$ cat config.mk
export PLATFORM = sky130hd
export DESIGN_NAME = memstage
export DESIGN_NICKNAME = d
export VERILOG_FILES = /design/src/rtl/memstage.sv
export SDC_FILE = /design/constraint.sdc
export NUM_CORES = 1
export LEC_CHECK = 0
export CORE_MARGIN = 5
export CORE_UTILIZATION = 31
export CTS_BUF_LIST = sky130_fd_sc_hd__clkbuf_8
export DETAILED_ROUTE_END_ITERATION = 16
export SETUP_SLACK_MARGIN = 0.5
export SLEW_MARGIN = 20
export SYNTH_ARGS = -nofsm -noshare
export SYNTH_HDL_FRONTEND = slang
export SYNTH_SLANG_ARGS = --single-unit
$ cat constraint.sdc
create_clock -name clk -period 4 [get_ports clk]
set_input_delay 0.4 -clock clk [delete_from_list [all_inputs] [get_ports clk]]
set_output_delay 0.4 -clock clk [all_outputs]
set_load 0.05 [all_outputs]
$ cat src/rtl/memstage.sv
// memstage: memory stage of the pipelined MIPS core.
// Issues data-memory loads/stores on a req/ack bus, stalls upstream while a
// transaction is outstanding, drains killed transactions, and registers the
// write-back values (ME-stage bypass and register-file write port).
//
// Handshake: DmReq rises with the address/data/we on the bus and stays high,
// with bus contents stable, until the cycle DmAck is seen high (transaction
// done, DmRdDat valid that cycle) or the wait budget expires.
module memstage #(
   parameter int unsigned WAIT_MAX = 255
) (
   input  logic        clk,
   input  logic        rst_n,
   input  logic        flush,
   input  logic [31:0] Result_EX,
   input  logic [31:0] WrDat_EX,
   input  logic [4:0]  WriteReg_EX,
   input  logic        RegWrite_EX,
   input  logic        MemToReg_EX,
   input  logic        MemWrite_EX,
   input  logic        InstrVal_EX,
   output logic        DmReq,
   output logic        DmWe,
   output logic [31:0] DmAddr,
   output logic [31:0] DmWrDat,
   input  logic        DmAck,
   input  logic [31:0] DmRdDat,
   output logic        MemStall_ME,
   output logic [31:0] ResultRdDat_ME,
   output logic [4:0]  WriteReg_ME,
   output logic        RegWrite_ME,
   output logic        InstrVal_ME,
   output logic        BusErr_ME,
   output logic [1:0]  DbgState_ME
);

   localparam logic [1:0] S_IDLE  = 2'd0;
   localparam logic [1:0] S_WAIT  = 2'd1;
   localparam logic [1:0] S_DRAIN = 2'd2;
   localparam logic [7:0] CNT_LAST = 8'(WAIT_MAX - 1);

   logic [1:0]  state_q, state_d;
   logic [7:0]  cnt_q, cnt_d;
   logic        buserr_q, buserr_d;

   // copies of the issued op, used by the bus and retire path after issue
   logic [31:0] h_res_q, h_wrdat_q;
   logic [4:0]  h_wreg_q;
   logic        h_we_q, h_regwr_q, h_mtr_q;

   logic [31:0] res_q, res_d;
   logic [4:0]  wreg_q, wreg_d;
   logic        regwr_q, regwr_d;
   logic        ival_q, ival_d;

   logic        memop, is_idle, issue, timeout;

   assign memop   = InstrVal_EX & (MemToReg_EX | MemWrite_EX);
   assign is_idle = (state_q == S_IDLE);
   assign issue   = is_idle & memop & ~flush;
   assign timeout = ~is_idle & ~DmAck & (cnt_q == CNT_LAST);

   // Bus drive: live EX inputs while idle, held copies while a transaction is open.
   // rst_n gates the request so an abandoned transaction drops at once.
   assign DmReq   = rst_n & (is_idle ? (memop & ~flush) : 1'b1);
   assign DmWe    = is_idle ? MemWrite_EX : h_we_q;
   assign DmAddr  = is_idle ? {Result_EX[31:2], 2'b00} : {h_res_q[31:2], 2'b00};
   assign DmWrDat = is_idle ? WrDat_EX : h_wrdat_q;

   assign MemStall_ME = rst_n & ~flush &
                        ((is_idle & memop & ~DmAck) |
                         ((state_q == S_WAIT) & ~DmAck & ~timeout) |
                         ((state_q == S_DRAIN) & memop));

   assign ResultRdDat_ME = res_q;
   assign WriteReg_ME    = wreg_q;
   assign RegWrite_ME    = regwr_q;
   assign InstrVal_ME    = ival_q;
   assign BusErr_ME      = buserr_q;
   assign DbgState_ME    = state_q;

   // Controller next state, wait counter, and the value the ME register loads (bubble by default).
   always_comb begin
      state_d  = state_q;
      cnt_d    = cnt_q;
      buserr_d = buserr_q;
      res_d    = '0;
      wreg_d   = '0;
      regwr_d  = 1'b0;
      ival_d   = 1'b0;
      case (state_q)
         S_IDLE: begin
            if (flush) begin
               state_d = S_IDLE;
            end else if (!memop) begin
               res_d   = Result_EX;
               wreg_d  = WriteReg_EX;
               regwr_d = RegWrite_EX;
               ival_d  = InstrVal_EX;
            end else if (DmAck) begin
               res_d   = MemToReg_EX ? DmRdDat : Result_EX;
               wreg_d  = WriteReg_EX;
               regwr_d = RegWrite_EX;
               ival_d  = 1'b1;
            end else begin
               state_d = S_WAIT;
               cnt_d   = '0;
            end
         end
         S_WAIT: begin
            if (DmAck && !flush) begin
               res_d   = h_mtr_q ? DmRdDat : h_res_q;
               wreg_d  = h_wreg_q;
               regwr_d = h_regwr_q;
               ival_d  = 1'b1;
               state_d = S_IDLE;
            end else if (DmAck) begin
               state_d = S_IDLE;
            end else if (timeout) begin
               state_d  = S_IDLE;
               buserr_d = 1'b1;
            end else if (flush) begin
               state_d = S_DRAIN;
               cnt_d   = cnt_q + 8'd1;
            end else begin
               cnt_d = cnt_q + 8'd1;
            end
         end
         S_DRAIN: begin
            if (DmAck) begin
               state_d = S_IDLE;
            end else if (timeout) begin
               state_d  = S_IDLE;
               buserr_d = 1'b1;
            end else begin
               cnt_d = cnt_q + 8'd1;
            end
         end
         default: state_d = S_IDLE;
      endcase
   end

   // Controller state, counter, sticky error and ME write-back registers.
   always_ff @(posedge clk or negedge rst_n) begin
      if (!rst_n) begin
         state_q  <= S_IDLE;
         cnt_q    <= '0;
         buserr_q <= 1'b0;
         res_q    <= '0;
         wreg_q   <= '0;
         regwr_q  <= 1'b0;
         ival_q   <= 1'b0;
      end else begin
         state_q  <= state_d;
         cnt_q    <= cnt_d;
         buserr_q <= buserr_d;
         res_q    <= res_d;
         wreg_q   <= wreg_d;
         regwr_q  <= regwr_d;
         ival_q   <= ival_d;
      end
   end

   // Capture the op on every idle-cycle issue so the bus stays stable after flush.
   always_ff @(posedge clk or negedge rst_n) begin
      if (!rst_n) begin
         h_res_q   <= '0;
         h_wrdat_q <= '0;
         h_wreg_q  <= '0;
         h_we_q    <= 1'b0;
         h_regwr_q <= 1'b0;
         h_mtr_q   <= 1'b0;
      end else if (issue) begin
         h_res_q   <= Result_EX;
         h_wrdat_q <= WrDat_EX;
         h_wreg_q  <= WriteReg_EX;
         h_we_q    <= MemWrite_EX;
         h_regwr_q <= RegWrite_EX;
         h_mtr_q   <= MemToReg_EX;
      end
   end

endmodule
== Word level (Yosys, flattened, before mapping) ==
Cells that the tools add are included.

* Register bits: 122
* Bits of input ports: 109
* Output and inout bits: 109
* Logic and storage cells: 100

* Add/subtract/negate cells: 1
* Equal/unequal tests: 11
* Multiplexer cells: 47
* Bitwise logic cells: 20
* Reductions and logical operators: 8

{| class="wikitable"
|+ Operator list
! cell !! count
|-
| 2-to-1 mux 32 bit || 8
|-
| one-hot mux 32 bit (2 select lines) || 1
|-
| 2-to-1 mux 8 bit || 6
|-
| one-hot mux 8 bit (3 select lines) || 1
|-
| 2-to-1 mux 5 bit || 4
|-
| 2-to-1 mux 2 bit || 9
|-
| bitwise AND 1 bit || 13
|-
| 2-to-1 mux 1 bit || 13
|-
| one-hot mux 5 bit (2 select lines) || 1
|-
| != test 3 bit, second input constant || 3
|-
| adder 8 x 1 -> 8 bit, second input constant || 1
|-
| == test 8 bit, second input constant || 1
|-
| != test 2 bit, second input constant || 4
|-
| one-hot mux 1 bit (2 select lines) || 3
|-
| one-hot mux 2 bit (3 select lines) || 1
|-
| != test 5 x 4 -> 1 bit, second input constant || 1
|-
| AND reduction 5 bit || 1
|-
| NOT 1 bit || 4
|-
| AND reduction 4 bit || 1
|-
| OR 1 bit || 3
|-
| nonzero test 3 bit || 1
|-
| == test 2 x 1 -> 1 bit, second input constant || 1
|-
| == test 2 bit, second input constant || 1
|-
| zero test 2 bit || 1
|-
| 4 further kinds || 4
|}

== Longest topological paths before layout ==
* Depth after elaboration: 9
* Depth in mapped cells: 8
* Mapped depth without buffers: 6

== Least setup slack after synthesis ==
OpenSTA, ideal clock, no wires.

* Path kind: reg2out
* Start point: register state_q[0], in the netlist DbgState_ME[0]
* End point: output port MemStall_ME
* Data arrival time: 2.630 ns
* Data required time: 3.600 ns
* Setup slack: 0.970 ns
* Stages on the path, launching flop included: 7
* Buffers on the path: 1
* Cells stage by stage: dfrtp_1 inv_1 ha_1 clkbuf_1 a21oi_1 a2bb2oi_1 nor3b_1

* Word-level cells in the longest chain between the ends: 9
* Elaborated cells between the ends (all ways): 15
* Those cells by class: eq/ne: 2; bitwise: 12; reduce/logical: 1

{| class="wikitable"
|+ Ends and longest elaborated chain
! item !! RTL line !! source
|-
| from (decl) || 42 || <nowiki>logic [1:0] state_q, state_d;</nowiki>
|-
| from (signal assigned) || 154 || <nowiki>state_q <= state_d;</nowiki>
|-
| zero test 2 bit || 59 || <nowiki>assign is_idle = (state_q == S_IDLE);</nowiki>
|-
| NOT 1 bit || 61 || <nowiki>assign timeout = ~is_idle & ~DmAck & (cnt_q == CNT_LAST);</nowiki>
|-
| bitwise AND 1 bit (2 in series) || 61 ||
|-
| NOT 1 bit || 72 || <nowiki>((state_q == S_WAIT) & ~DmAck & ~timeout) |</nowiki>
|-
| bitwise AND 1 bit || 72 ||
|-
| OR 1 bit || 71 || <nowiki>((is_idle & memop & ~DmAck) |</nowiki>
|-
| OR 1 bit * || 72 ||
|-
| bitwise AND 1 bit * || 70 || <nowiki>assign MemStall_ME = rst_n & ~flush &</nowiki>
|-
| to (decl) || 28 || <nowiki>output logic MemStall_ME,</nowiki>
|}

Every way passes the cells marked *; elsewhere a longest branch is shown, timed or not.

== Final worst setup path ==
* Start point: register state_q[0], in the netlist DbgState_ME[0]
* End point: output port DmWrDat[17]

* Word-level cells in the longest chain between the ends: 2

{| class="wikitable"
|+ Ends and longest elaborated chain
! item !! RTL line !! source
|-
| zero test 2 bit || 59 ||
|-
| 2-to-1 mux 32 bit || 68 || <nowiki>assign DmWrDat = is_idle ? WrDat_EX : h_wrdat_q;</nowiki>
|-
| to (decl) || 25 || <nowiki>output logic [31:0] DmWrDat,</nowiki>
|}

Every way passes these cells.

==> results by group <==
Outcome
  • Status: finished, final reports clean

Yosys
  • Post-synthesis mux area share: between 20% and 30%
  • Post-synth EDFFs: 0
  • Post-synthesis async set-or-reset flop share: 100%
  • Synth cell types: 45
  • Simple-gate share of the synthesized area: 8.51%
  • Synth Area in Compound Gates: a little under a tenth
  • Avg Cell Area, Syn: 12.1 um^2
  • Adder-cell share of the synthesized area: 1.28%
  • Syn. warnings: 0
  • Post-Syn Area: 5870 um^2
  • FF+latch count, synth: 122
  • Largest family of logic cells by synthesized area: multiplexers
  • Synth Instances: around 480
  • Post-synth top flop: dfrtp_1
  • Xor/xnor cell area share of the yosys netlist: 0%
  • Register area share after synthesis: between 50% and 60%

Drt
  • 1st-iter DRT viols: 167
  • Total number of vias: 4621
  • Routed wire per std cell: 17.8 um
  • Post-route ant nets: 0
  • Drt pass-1 iters: 4
  • WL final: 16700 um
  • DRC violations left: 0
  • Drt via density: 4.91

Hold path
  • Min-Delay Path Depth: 2
  • Worst Hold Path EP: ResultRdDat_ME[0]
  • Hold Crit Class: register to register
  • Min-Delay Startpoint: h_res_q[0]

Floorplanning
  • Die area: 21800 um^2
  • Die Ht: between 100 and 150 um
  • Rows: 50
  • I/O Pins: 218
  • Initial Utilization: roughly a third
  • Die width: 148 um
  • Core area: 18600 um^2

Clock network
  • Root Buffer: clkbuf_8
  • Cts bufs inserted: 17
  • # H-tree levels: 4
  • CTS Sinks: 122
  • TritonCTS clock tree: done
  • Clk Latency, worst-skew pair: ~0.43 ns
  • Clock transition at the registers of the reported paths: 0.07 ns
  • Clock Tree Buf Depth: 2

Worst setup path
  • Critical Path End Type: output port
  • R2R depth: 7
  • Startpoint type of the worst setup path: register
  • Reg-to-Reg End: h_res_q[23]
  • WS Path Type: register to output port
  • Critical path fanouts, max: 35
  • Arrival time worst endpoint: 2.87 ns
  • Worst EP required: 3.60 ns
  • Worst r2r src: DbgState_ME[0]
  • Reg2Reg Setup Slack: 1.27 ns

STA
  • Final setup viols: 0
  • Max-Slew Margin vs Limit: between 30 and 40%
  • Hold Violations, Final: 0
  • Final slew viol count: 0
  • Setup TNS: 0 ns
  • Final period util: 81.8%
  • Fmax achieved: 306 MHz
  • Worst slew pin tran: 0.963 ns
  • Worst Skew: 0.00966 ns
  • Crit path time final: approximately 3.3 ns
  • RSZ-0062 raised after global routing: no

Layout
  • Layout cells sized above 1: 25.2%
  • Final net count: just over 800
  • Diode count: 0
  • P&R area growth vs syn: 46.8%

Placed design
  • HPWL Detailed: between 10000 and 15000 um
  • # port buffers: 215
  • Gpl congestion: 0.808

Global route
  • First-pass GRT wire length: 26800 um
  • Grt ovf: 0
  • GRT Resource Usage Total: 15.4%
  • Largest net degree at the start of global routing: 75
  • Number of global-route vias before repair: 5015
  • Initial antenna violation count: 0

Job
  • Maxcap violations: 0

Pwr
  • Total power: 4780 uW
  • PwrDens: 555 nW/um^2
  • Static leakage: ~0.0036 uW
  • Max VDD drop: 208 uV
-- timing repair --
item	in CTS	in global routing
hold endpoints to repair	43	0
hold buffers	1	0
buffers inserted	0	1
gates resized for setup	2	0
setup endpoints to repair	36	36
pin swaps	0	1
gates cloned	0	0
-- Yosys cell counts (4+ instances only) --
cell type  number  area, um^2
mux2_2        133        1500
inv_1           6        22.5
a21oi_1         4        20.0
nor2_1          5        18.8
dfrtp_1       122        3050
a22o_1          6        52.6
o21ai_0        11        55.1
clkbuf_1       10        37.5
buf_2          16        80.1
or4_1           4        30.0
nand2_1        75         282
o211ai_1        6        45.0
nand3_1         5        25.0
ha_1            6        75.1
a22oi_1        32         240
-- flip-flops by register name, summed over array words and instances (netlist names) --
register	flops
ResultRdDat_ME	32
h_we_q	1
RegWrite_ME	1
h_mtr_q	1
h_res_q	32
h_wrdat_q	32
h_wreg_q	5
DbgState_ME	2
WriteReg_ME	5
cnt_q	8
h_regwr_q	1
InstrVal_ME	1
BusErr_ME	1
-- worst max-delay path: stages, from the launching register on --
cell and delay [ns]:
dfrtp_1 0.44, inv_1 0.13, ha_4 0.38, buf_6 0.36, mux2_2 0.39, clkdlybuf4s50_1 0.70
-- cell families after synthesis --
kind of cell / Yosys count
fa+ha+maj: 6
other cells: 1
simple gates: 109
compound gates: 76
flops: 122
mux: 133
buf+inv: 37
-- layer usage --
metal	GRT usage [%]	vias to the layer above	wire (um)
met5	0	-	0
met4	4.57	0	198
met3	5.52	16	1360
met2	25.4	167	8010
met1	19.0	2273	7170
li1	-	2165	-
-- where the power goes --
part | total [uW] | switching [uW] | internal [uW]
sequential | 1700 | 165 | 1530
combinational | 2120 | 1230 | 891
clock | 955 | 504 | 451
total | 4780 | 1900 | 2880
-- cells in the final DEF, fill, tap and decap left out, drive strengths merged, types with 3 or more instances in the layout --
cell and n:
ha 6, a22o 6, a22oi 32, buf 7
and2 3, mux2 133, and3b 3, clkinvlp 6
or4 4, nand3 5, inv 8, nor2 5
o211ai 6, clkinv 4, o21ai 13, nand2 75
a21oi 4, clkbuf 19, nand2b 3, clkdlybuf4s50 213
o311ai 4, nand3b 3, dfrtp 122
-- metrics by stage --
| stage | instance area, um^2 | hold WS (ns) | utilization, % | setup WS [ns] | std cells |
|---|---|---|---|---|---|
| global placement | 8230 | 0.449 | 44.2 | 0.904 | 908 |
| finish | 8610 | 0.477 | 46.2 | 0.728 | 941 |
| global route | 8610 | 0.506 | 46.2 | 0.558 | 941 |
| detailed placement | 8230 | 0.456 | 44.2 | 0.863 | 908 |
| floorplan | 5870 | 0.104 | - | 0.970 | 485 |
| CTS | 8580 | 0.480 | 46.0 | 0.515 | 940 |
-- how the worst max path moves through the flow --
stage	start	to	cells after the start
after detailed placement	DbgState_ME[0]	MemStall_ME	7
after global placement	DbgState_ME[0]	DmAddr[28]	5
after global routing	DbgState_ME[0]	DmAddr[12]	5
final	DbgState_ME[0]	DmWrDat[17]	5
after floorplan	DbgState_ME[0]	MemStall_ME	6
after CTS	DbgState_ME[0]	DmAddr[28]	5
-- layout make-up --
cell class / instances / area (um^2)
fillers: 1675 / 10000
flip-flops and latches: 122 / 3050
multi-input cells: 326 / 2670
repair buffers: 222 / 2240
well taps: 234 / 293
clock buffers: 19 / 262
clock inverters: 12 / 77.6
inverters: 6 / 22.5
(Power assumes the default switching activity.)
